[config.mk]
export PLATFORM = sky130hd
export DESIGN_NAME = link_sequencer_flat
export DESIGN_NICKNAME = d
export VERILOG_FILES = /design/src/rtl/link_sequencer_if.sv /design/src/rtl/link_sequencer.sv /design/src/flat_wrapper.sv
export SDC_FILE = /design/constraint.sdc
export NUM_CORES = 1
export LEC_CHECK = 0
export ABC_AREA = 0
export CAP_MARGIN = 20
export CELL_PAD_IN_SITES_DETAIL_PLACEMENT = 1
export CELL_PAD_IN_SITES_GLOBAL_PLACEMENT = 1
export CORE_UTILIZATION = 30
export DETAILED_ROUTE_END_ITERATION = 12
export PLACE_DENSITY_LB_ADDON = 0.1
export SLEW_MARGIN = 10
export SYNTH_ARGS = -nofsm -noshare
export SYNTH_HDL_FRONTEND = slang
export SYNTH_SLANG_ARGS = --single-unit
[constraint.sdc]
create_clock -name clk -period 2.7 [get_ports clk]
set_input_delay 0.81 -clock clk [delete_from_list [all_inputs] [get_ports clk]]
set_output_delay 0.81 -clock clk [all_outputs]
set_load 0.03 [all_outputs]
[src/rtl/link_sequencer_if.sv]
// link_sequencer_if: handshake/status bundle between the link sequencer and its datapath stages
interface link_sequencer_if #(
    parameter int CNT_W = 10
);
    logic             start;
    logic [CNT_W-1:0] fifo_count;
    logic             fifo_empty;
    logic             rx_finish;
    logic [3:0]       rx_error;
    logic [7:0]       rx_crc;
    logic [7:0]       crc_ref;
    logic             tx_finish;
    logic             rx_enable;
    logic             drain_enable;
    logic             com_enable;
    logic             fifo_reset;
    logic [2:0]       state;
    logic [7:0]       frame_count;
    logic [7:0]       err_count;

    modport master (
        output start, fifo_count, fifo_empty, rx_finish, rx_error, rx_crc, crc_ref, tx_finish,
        input  rx_enable, drain_enable, com_enable, fifo_reset, state, frame_count, err_count
    );

    modport slave (
        input  start, fifo_count, fifo_empty, rx_finish, rx_error, rx_crc, crc_ref, tx_finish,
        output rx_enable, drain_enable, com_enable, fifo_reset, state, frame_count, err_count
    );
endinterface

[src/rtl/link_sequencer.sv]
// link_sequencer: sequences receive -> check -> drain/flush with FIFO backpressure, drain watchdog and stats; define SEQ_CRC_CHECK_EN to also flush on CRC mismatch
module link_sequencer #(
    parameter int CNT_W        = 10,
    parameter int HI_WATER     = 1000,
    parameter int LO_WATER     = 512,
    parameter int FLUSH_CYCLES = 4,
    parameter int TIMEOUT      = 4095
) (
    input logic             clk,
    input logic             reset,
    link_sequencer_if.slave bus
);
    localparam int WD_W = $clog2(TIMEOUT + 1);
    localparam int FC_W = (FLUSH_CYCLES > 1) ? $clog2(FLUSH_CYCLES) : 1;

    typedef enum logic [2:0] {
        IDLE    = 3'd0,
        RECEIVE = 3'd1,
        HOLD    = 3'd2,
        CHECK   = 3'd3,
        DRAIN   = 3'd4,
        FLUSH   = 3'd5
    } state_t;

    state_t          state_q, state_d;
    logic            bad_q, bad_d;
    logic            empty_seen_q, empty_seen_d;
    logic [WD_W-1:0] wd_q, wd_d;
    logic [FC_W-1:0] flush_cnt_q, flush_cnt_d;
    logic [7:0]      frame_count_q, frame_count_d;
    logic [7:0]      err_count_q, err_count_d;
    logic            rx_enable_q, rx_enable_d;
    logic            drain_enable_q, drain_enable_d;
    logic            com_enable_q, com_enable_d;
    logic            fifo_reset_q, fifo_reset_d;
    logic            frame_bad;

`ifdef SEQ_CRC_CHECK_EN
    assign frame_bad = (bus.rx_error != 4'd0) || (bus.rx_crc != bus.crc_ref);
`else
    logic unused_crc;
    assign unused_crc = ^{bus.rx_crc, bus.crc_ref};
    assign frame_bad  = (bus.rx_error != 4'd0);
`endif

    // state register plus every counter and registered output
    always_ff @(posedge clk) begin
        if (reset) begin
            state_q        <= IDLE;
            bad_q          <= 1'b0;
            empty_seen_q   <= 1'b0;
            wd_q           <= '0;
            flush_cnt_q    <= '0;
            frame_count_q  <= 8'd0;
            err_count_q    <= 8'd0;
            rx_enable_q    <= 1'b0;
            drain_enable_q <= 1'b0;
            com_enable_q   <= 1'b0;
            fifo_reset_q   <= 1'b0;
        end else begin
            state_q        <= state_d;
            bad_q          <= bad_d;
            empty_seen_q   <= empty_seen_d;
            wd_q           <= wd_d;
            flush_cnt_q    <= flush_cnt_d;
            frame_count_q  <= frame_count_d;
            err_count_q    <= err_count_d;
            rx_enable_q    <= rx_enable_d;
            drain_enable_q <= drain_enable_d;
            com_enable_q   <= com_enable_d;
            fifo_reset_q   <= fifo_reset_d;
        end
    end

    // next-state: rx_finish beats high-water, empty-exit beats watchdog
    always_comb begin
        state_d = state_q;
        case (state_q)
            IDLE:    if (bus.start) state_d = RECEIVE;
            RECEIVE: if (bus.rx_finish) state_d = CHECK;
                     else if (bus.fifo_count >= CNT_W'(HI_WATER)) state_d = HOLD;
            HOLD:    if (bus.fifo_count <= CNT_W'(LO_WATER)) state_d = RECEIVE;
            CHECK:   state_d = bad_q ? FLUSH : DRAIN;
            DRAIN:   if (empty_seen_q && bus.fifo_empty) state_d = RECEIVE;
                     else if (!bus.tx_finish && wd_q == WD_W'(TIMEOUT - 1)) state_d = FLUSH;
            FLUSH:   if (flush_cnt_q == FC_W'(FLUSH_CYCLES - 1)) state_d = RECEIVE;
            default: state_d = IDLE;
        endcase
    end

    // counters and frame verdict, latched when the receive stage reports completion
    always_comb begin
        bad_d         = (state_q == RECEIVE && bus.rx_finish) ? frame_bad : bad_q;
        empty_seen_d  = (state_q == DRAIN) && (state_d == DRAIN) && bus.fifo_empty;
        wd_d          = (state_q == DRAIN && state_d == DRAIN && !bus.tx_finish) ? wd_q + WD_W'(1) : '0;
        flush_cnt_d   = (state_q == FLUSH && state_d == FLUSH) ? flush_cnt_q + FC_W'(1) : '0;
        frame_count_d = (state_q == DRAIN && state_d == RECEIVE) ? frame_count_q + 8'd1 : frame_count_q;
        err_count_d   = (state_q != FLUSH && state_d == FLUSH && err_count_q != 8'hFF) ? err_count_q + 8'd1 : err_count_q;
    end

    // outputs decoded from the upcoming state so they register alongside it
    always_comb begin
        rx_enable_d    = (state_d == RECEIVE);
        drain_enable_d = (state_d == HOLD) || (state_d == DRAIN);
        com_enable_d   = (state_d == HOLD) || (state_d == DRAIN);
        fifo_reset_d   = (state_d == FLUSH);
    end

    assign bus.state        = state_q;
    assign bus.rx_enable    = rx_enable_q;
    assign bus.drain_enable = drain_enable_q;
    assign bus.com_enable   = com_enable_q;
    assign bus.fifo_reset   = fifo_reset_q;
    assign bus.frame_count  = frame_count_q;
    assign bus.err_count    = err_count_q;
endmodule
[src/flat_wrapper.sv]
// flat-port wrapper written by rule: the top's interface ports become plain ports
module link_sequencer_flat 
#(
    parameter int CNT_W        = 10,
    parameter int HI_WATER     = 1000,
    parameter int LO_WATER     = 512,
    parameter int FLUSH_CYCLES = 4,
    parameter int TIMEOUT      = 4095
)
  (clk, reset, bus_start, bus_fifo_count, bus_fifo_empty, bus_rx_finish, bus_rx_error, bus_rx_crc, bus_crc_ref, bus_tx_finish, bus_rx_enable, bus_drain_enable, bus_com_enable, bus_fifo_reset, bus_state, bus_frame_count, bus_err_count);
  link_sequencer_if #(.CNT_W(CNT_W)) bus_i ();
  input logic clk;
  input logic reset;
  input wire logic [$bits(bus_i.start)-1:0] bus_start;
  input wire logic [$bits(bus_i.fifo_count)-1:0] bus_fifo_count;
  input wire logic [$bits(bus_i.fifo_empty)-1:0] bus_fifo_empty;
  input wire logic [$bits(bus_i.rx_finish)-1:0] bus_rx_finish;
  input wire logic [$bits(bus_i.rx_error)-1:0] bus_rx_error;
  input wire logic [$bits(bus_i.rx_crc)-1:0] bus_rx_crc;
  input wire logic [$bits(bus_i.crc_ref)-1:0] bus_crc_ref;
  input wire logic [$bits(bus_i.tx_finish)-1:0] bus_tx_finish;
  output wire logic [$bits(bus_i.rx_enable)-1:0] bus_rx_enable;
  output wire logic [$bits(bus_i.drain_enable)-1:0] bus_drain_enable;
  output wire logic [$bits(bus_i.com_enable)-1:0] bus_com_enable;
  output wire logic [$bits(bus_i.fifo_reset)-1:0] bus_fifo_reset;
  output wire logic [$bits(bus_i.state)-1:0] bus_state;
  output wire logic [$bits(bus_i.frame_count)-1:0] bus_frame_count;
  output wire logic [$bits(bus_i.err_count)-1:0] bus_err_count;
  assign bus_i.start = bus_start;
  assign bus_i.fifo_count = bus_fifo_count;
  assign bus_i.fifo_empty = bus_fifo_empty;
  assign bus_i.rx_finish = bus_rx_finish;
  assign bus_i.rx_error = bus_rx_error;
  assign bus_i.rx_crc = bus_rx_crc;
  assign bus_i.crc_ref = bus_crc_ref;
  assign bus_i.tx_finish = bus_tx_finish;
  assign bus_rx_enable = bus_i.rx_enable;
  assign bus_drain_enable = bus_i.drain_enable;
  assign bus_com_enable = bus_i.com_enable;
  assign bus_fifo_reset = bus_i.fifo_reset;
  assign bus_state = bus_i.state;
  assign bus_frame_count = bus_i.frame_count;
  assign bus_err_count = bus_i.err_count;
  link_sequencer #(.CNT_W(CNT_W), .HI_WATER(HI_WATER), .LO_WATER(LO_WATER), .FLUSH_CYCLES(FLUSH_CYCLES), .TIMEOUT(TIMEOUT)) u_core (.clk(clk), .reset(reset), .bus(bus_i));
endmodule
==> results.json <==
{
  "vias_per_cell": 4.93,
  "cts_sinks": 38,
  "dpl_cell_area_um2": 2360,
  "grtUsageMet1_pct": 17.4,
  "path_buf_inv": 2,
  "cp_slowest_cell": "or4_1",
  "peakVddDrop_mv": 0.235,
  "crit_family": "simple AND/OR/NAND/NOR gates",
  "num_rows": 27,
  "cp.arrival_ns": 2.74,
  "path_clk_slew_ns": 0.08,
  "status": "finished clean",
  "cp_max_fo": 9,
  "yosysWarnings": 0,
  "drive_above_1_share_pct": 11.7,
  "grt_first_pass_wirelength_mm": 6.87,
  "cp-end-kind": "flip-flop",
  "top_usage_layer": "met2",
  "route.detailed.drc": 0,
  "fin_crit_sh_pct": 93.1,
  "dp_cells": 320,
  "grt_use_met2_pct": 23.5,
  "p_comb_share_pct": 12.5,
  "finalSetupViolCount": 0,
  "grt_use_met3_pct": 3.31,
  "die_h_um": 79.5,
  "syn_to_final_growth_pct": 36.8,
  "diodes": 0,
  "final_nets": 296,
  "wl_per_cell_um": 13.1,
  "rsz0062_at_grt": "false",
  "hold_path_class": "flip-flop to flip-flop",
  "dp_hpwl_mm": 3.10,
  "worst-setup-path-type": "input port to flip-flop",
  "die_area_um2": 6320,
  "max_slew_margin_pct": 71.4,
  "syn_inst": 201,
  "power.internal_uw": 850,
  "fmax_mhz": 398,
  "clkPwrFrac_pct": 36.0,
  "layout_commonest_cell": "clkdlybuf4s50_1",
  "switchingPower_uw": 277,
  "finalPower_mw": 1.13,
  "cts-htree-levels": 2,
  "cts-root-buf": "clkbuf_8",
  "wl_mm": 4.29,
  "final_util_pct": 43.6,
  "clockBufferDepth": 2,
  "finClkSkew_ns": 0.00571,
  "io-pin-count": 59,
  "slowest_delay_ns": 0.49,
  "vias": 1618,
  "portBuffers": 42,
  "tightestPinTransition_ns": 0.429,
  "synth_area_um2": 1800,
  "antenna_found_initial": 0,
  "slew_violations": 0,
  "hold_viol": 0,
  "max_cap_violations": 0,
  "required_ns": 2.92,
  "worst_hold_slack_ns": 0.433,
  "layout_min_cycle_time_ns": 2.51,
  "final_cell_mix": "42 x clkdlybuf4s50_1, 38 x dfxtp_1, 32 x nor2_1",
  "ant_nets": 0,
  "cts_buffers": 5,
  "p_per_area_nw_per_um2": 458,
  "seq_power_share_pct": 51.5,
  "synth_cell_type_count": 44,
  "grt_max_degree": 14,
  "path_cells": "clkdlybuf4s50_1 > nor4_1 > nand3_1 > nor3_2 > nor4_2 > buf_4 > or4_1 > a21oi_1",
  "yosysSeqAreaShare_pct": 42.3,
  "drt_iter0_markers": 46,
  "die_x_um": 79.5,
  "stdcell_count": 328,
  "syn_nets": 242,
  "drt_first_pass_iters": 4,
  "synth_top_area_share_pct": 42.3,
  "ys_seq_elements": 38,
  "critPathLaunchType": "input port",
  "syn_area_per_cell_um2": 8.96,
  "overflow": 0,
  "start_util_pct": 31.9,
  "cts_tree": "built",
  "design_area_um2": 2460,
  "yosysTopAreaCell": "dfxtp_1",
  "grt_pass1_vias": 1539,
  "p_leak_nw": 0.885,
  "core_area_um2": 5640,
  "swShare_pct": 24.6,
  "gp_congestion": 0.657,
  "synth_area_leaders": "dfxtp_1 42%, nor2_1 6.7%, xor2_1 5.8%, ha_1 3.5%, nand2_1 2.9%",
  "grt_usage_pct": 14.0,
  "clk-insertion-delay-late_ns": 0.29,
  "fillCellCount": 670
}
==> sequential cells by signal, summed over array words and instances (netlist names) <==
name and cells:
u_core.bus.err_count 8, u_core.bus.drain_enable 1, u_core.bus.rx_enable 1, u_core.bus.frame_count 8, u_core.bus.fifo_reset 1, u_core.bus.state 3
u_core.wd_q 12, u_core.bad_q 1, u_core.empty_seen_q 1, u_core.flush_cnt_q 2
==> worst reg2reg max path, cell delays in order, from the launching register on <==
cell and delay [ns]:
dfxtp_1 0.55, or3b_4 0.47, nor4_4 0.24, nor4_2 0.06, buf_4 0.18, or4_1 0.50
a21oi_1 0.15
==> layer usage <==
layer	vias up	share of wire (%)
met4	0	0.89
met5	-	0
met3	5	4.9
li1	813	-
met2	31	47
met1	769	47
==> stage by stage <==
stage	setup TNS (ns)	setup slack (ns)
after floorplan	0	0.432
after global placement	-2.85	-0.194
after detailed placement	-2.96	-0.207
after CTS	0	0.0934
after global routing	0	0.00601
final	0	0.187
==> synth_stat cells <==
library cell and count:
dfxtp_1 38, nor2_1 32, nand2_1 14, xor2_1 12, nand3_1 10, a21oi_1 8
nand4_1 8, ha_1 5, xnor2_1 5, clkbuf_1 4, nand2b_1 4, nor3_1 4
o21ai_0 4, a31oi_1 3, inv_1 3, nor3b_1 3, nor4_1 3, nor4b_1 3
or3_1 3, and2_1 2, and2b_1 2, and4_1 2, buf_2 2, buf_6 2
mux2i_1 2, nor2b_1 2, o21a_1 2, o31ai_1 2, or4_1 2, a211oi_1 1
a21o_1 1, a22oi_1 1, a311oi_1 1, and4_4 1, and4b_1 1, buf_4 1
mux2_2 1, nand3b_1 1, nand4_4 1, nand4b_1 1, nor4_2 1, nor4_4 1
o21ba_2 1, or3b_4 1
==> final cells by class <==
cell class,instances,area [µm²],share of cell area [%]
multi-input cells,151,983,39.9
flip-flops and latches,38,761,30.9
repair buffers,56,526,21.3
well taps,72,90.1,3.66
clock buffers,7,86.3,3.51
inverters,3,11.3,0.457
clock inverters,1,5.00,0.203
==> worst paths after layout <==
kind	startpoint	endpoint	slack, ns	cells after the start
worst max-delay path	bus_fifo_count[7]	u_core.bus.err_count[7]$_SDFFE_PP0P_	0.19	8
worst min-delay path	u_core.flush_cnt_q[0]$_SDFF_PP0_	u_core.flush_cnt_q[0]$_SDFF_PP0_	0.43	1
worst max register to register	u_core.bus.state[2]$_SDFF_PP0_	u_core.bus.err_count[7]$_SDFFE_PP0P_	0.50	6
worst min register to register	u_core.flush_cnt_q[0]$_SDFF_PP0_	u_core.flush_cnt_q[0]$_SDFF_PP0_	0.43	1
==> power by group through the flow <==
stage          registers (mW)  logic (mW)  clock network [mW]
3_3_place_gp            0.594       0.141                   0
2_1_floorplan           0.599      0.0615                   0
5_1_grt                 0.582       0.153               0.445
6_report                0.580       0.140               0.406
4_1_cts                 0.581       0.142               0.430
3_5_place_dp            0.594       0.141                   0
==> repair_timing <==
action,in CTS,in global routing
hold buffers,0,0
gates resized for setup,0,2
setup buffers,0,0
setup endpoints to repair,0,18
==> kinds of logic after synthesis <==
group / count (synthesis) / synth area share (%)
AND/OR/NAND/NOR: 102 / 32.2
flip-flops: 38 / 42.3
AO/OA/AOI/OAI: 24 / 8.34
XOR/XNOR: 17 / 8.27
buffers and inverters: 12 / 3.68
adder cells (fa/ha/maj): 5 / 3.47
multiplexers: 3 / 1.74
(Power assumes the default switching activity.)
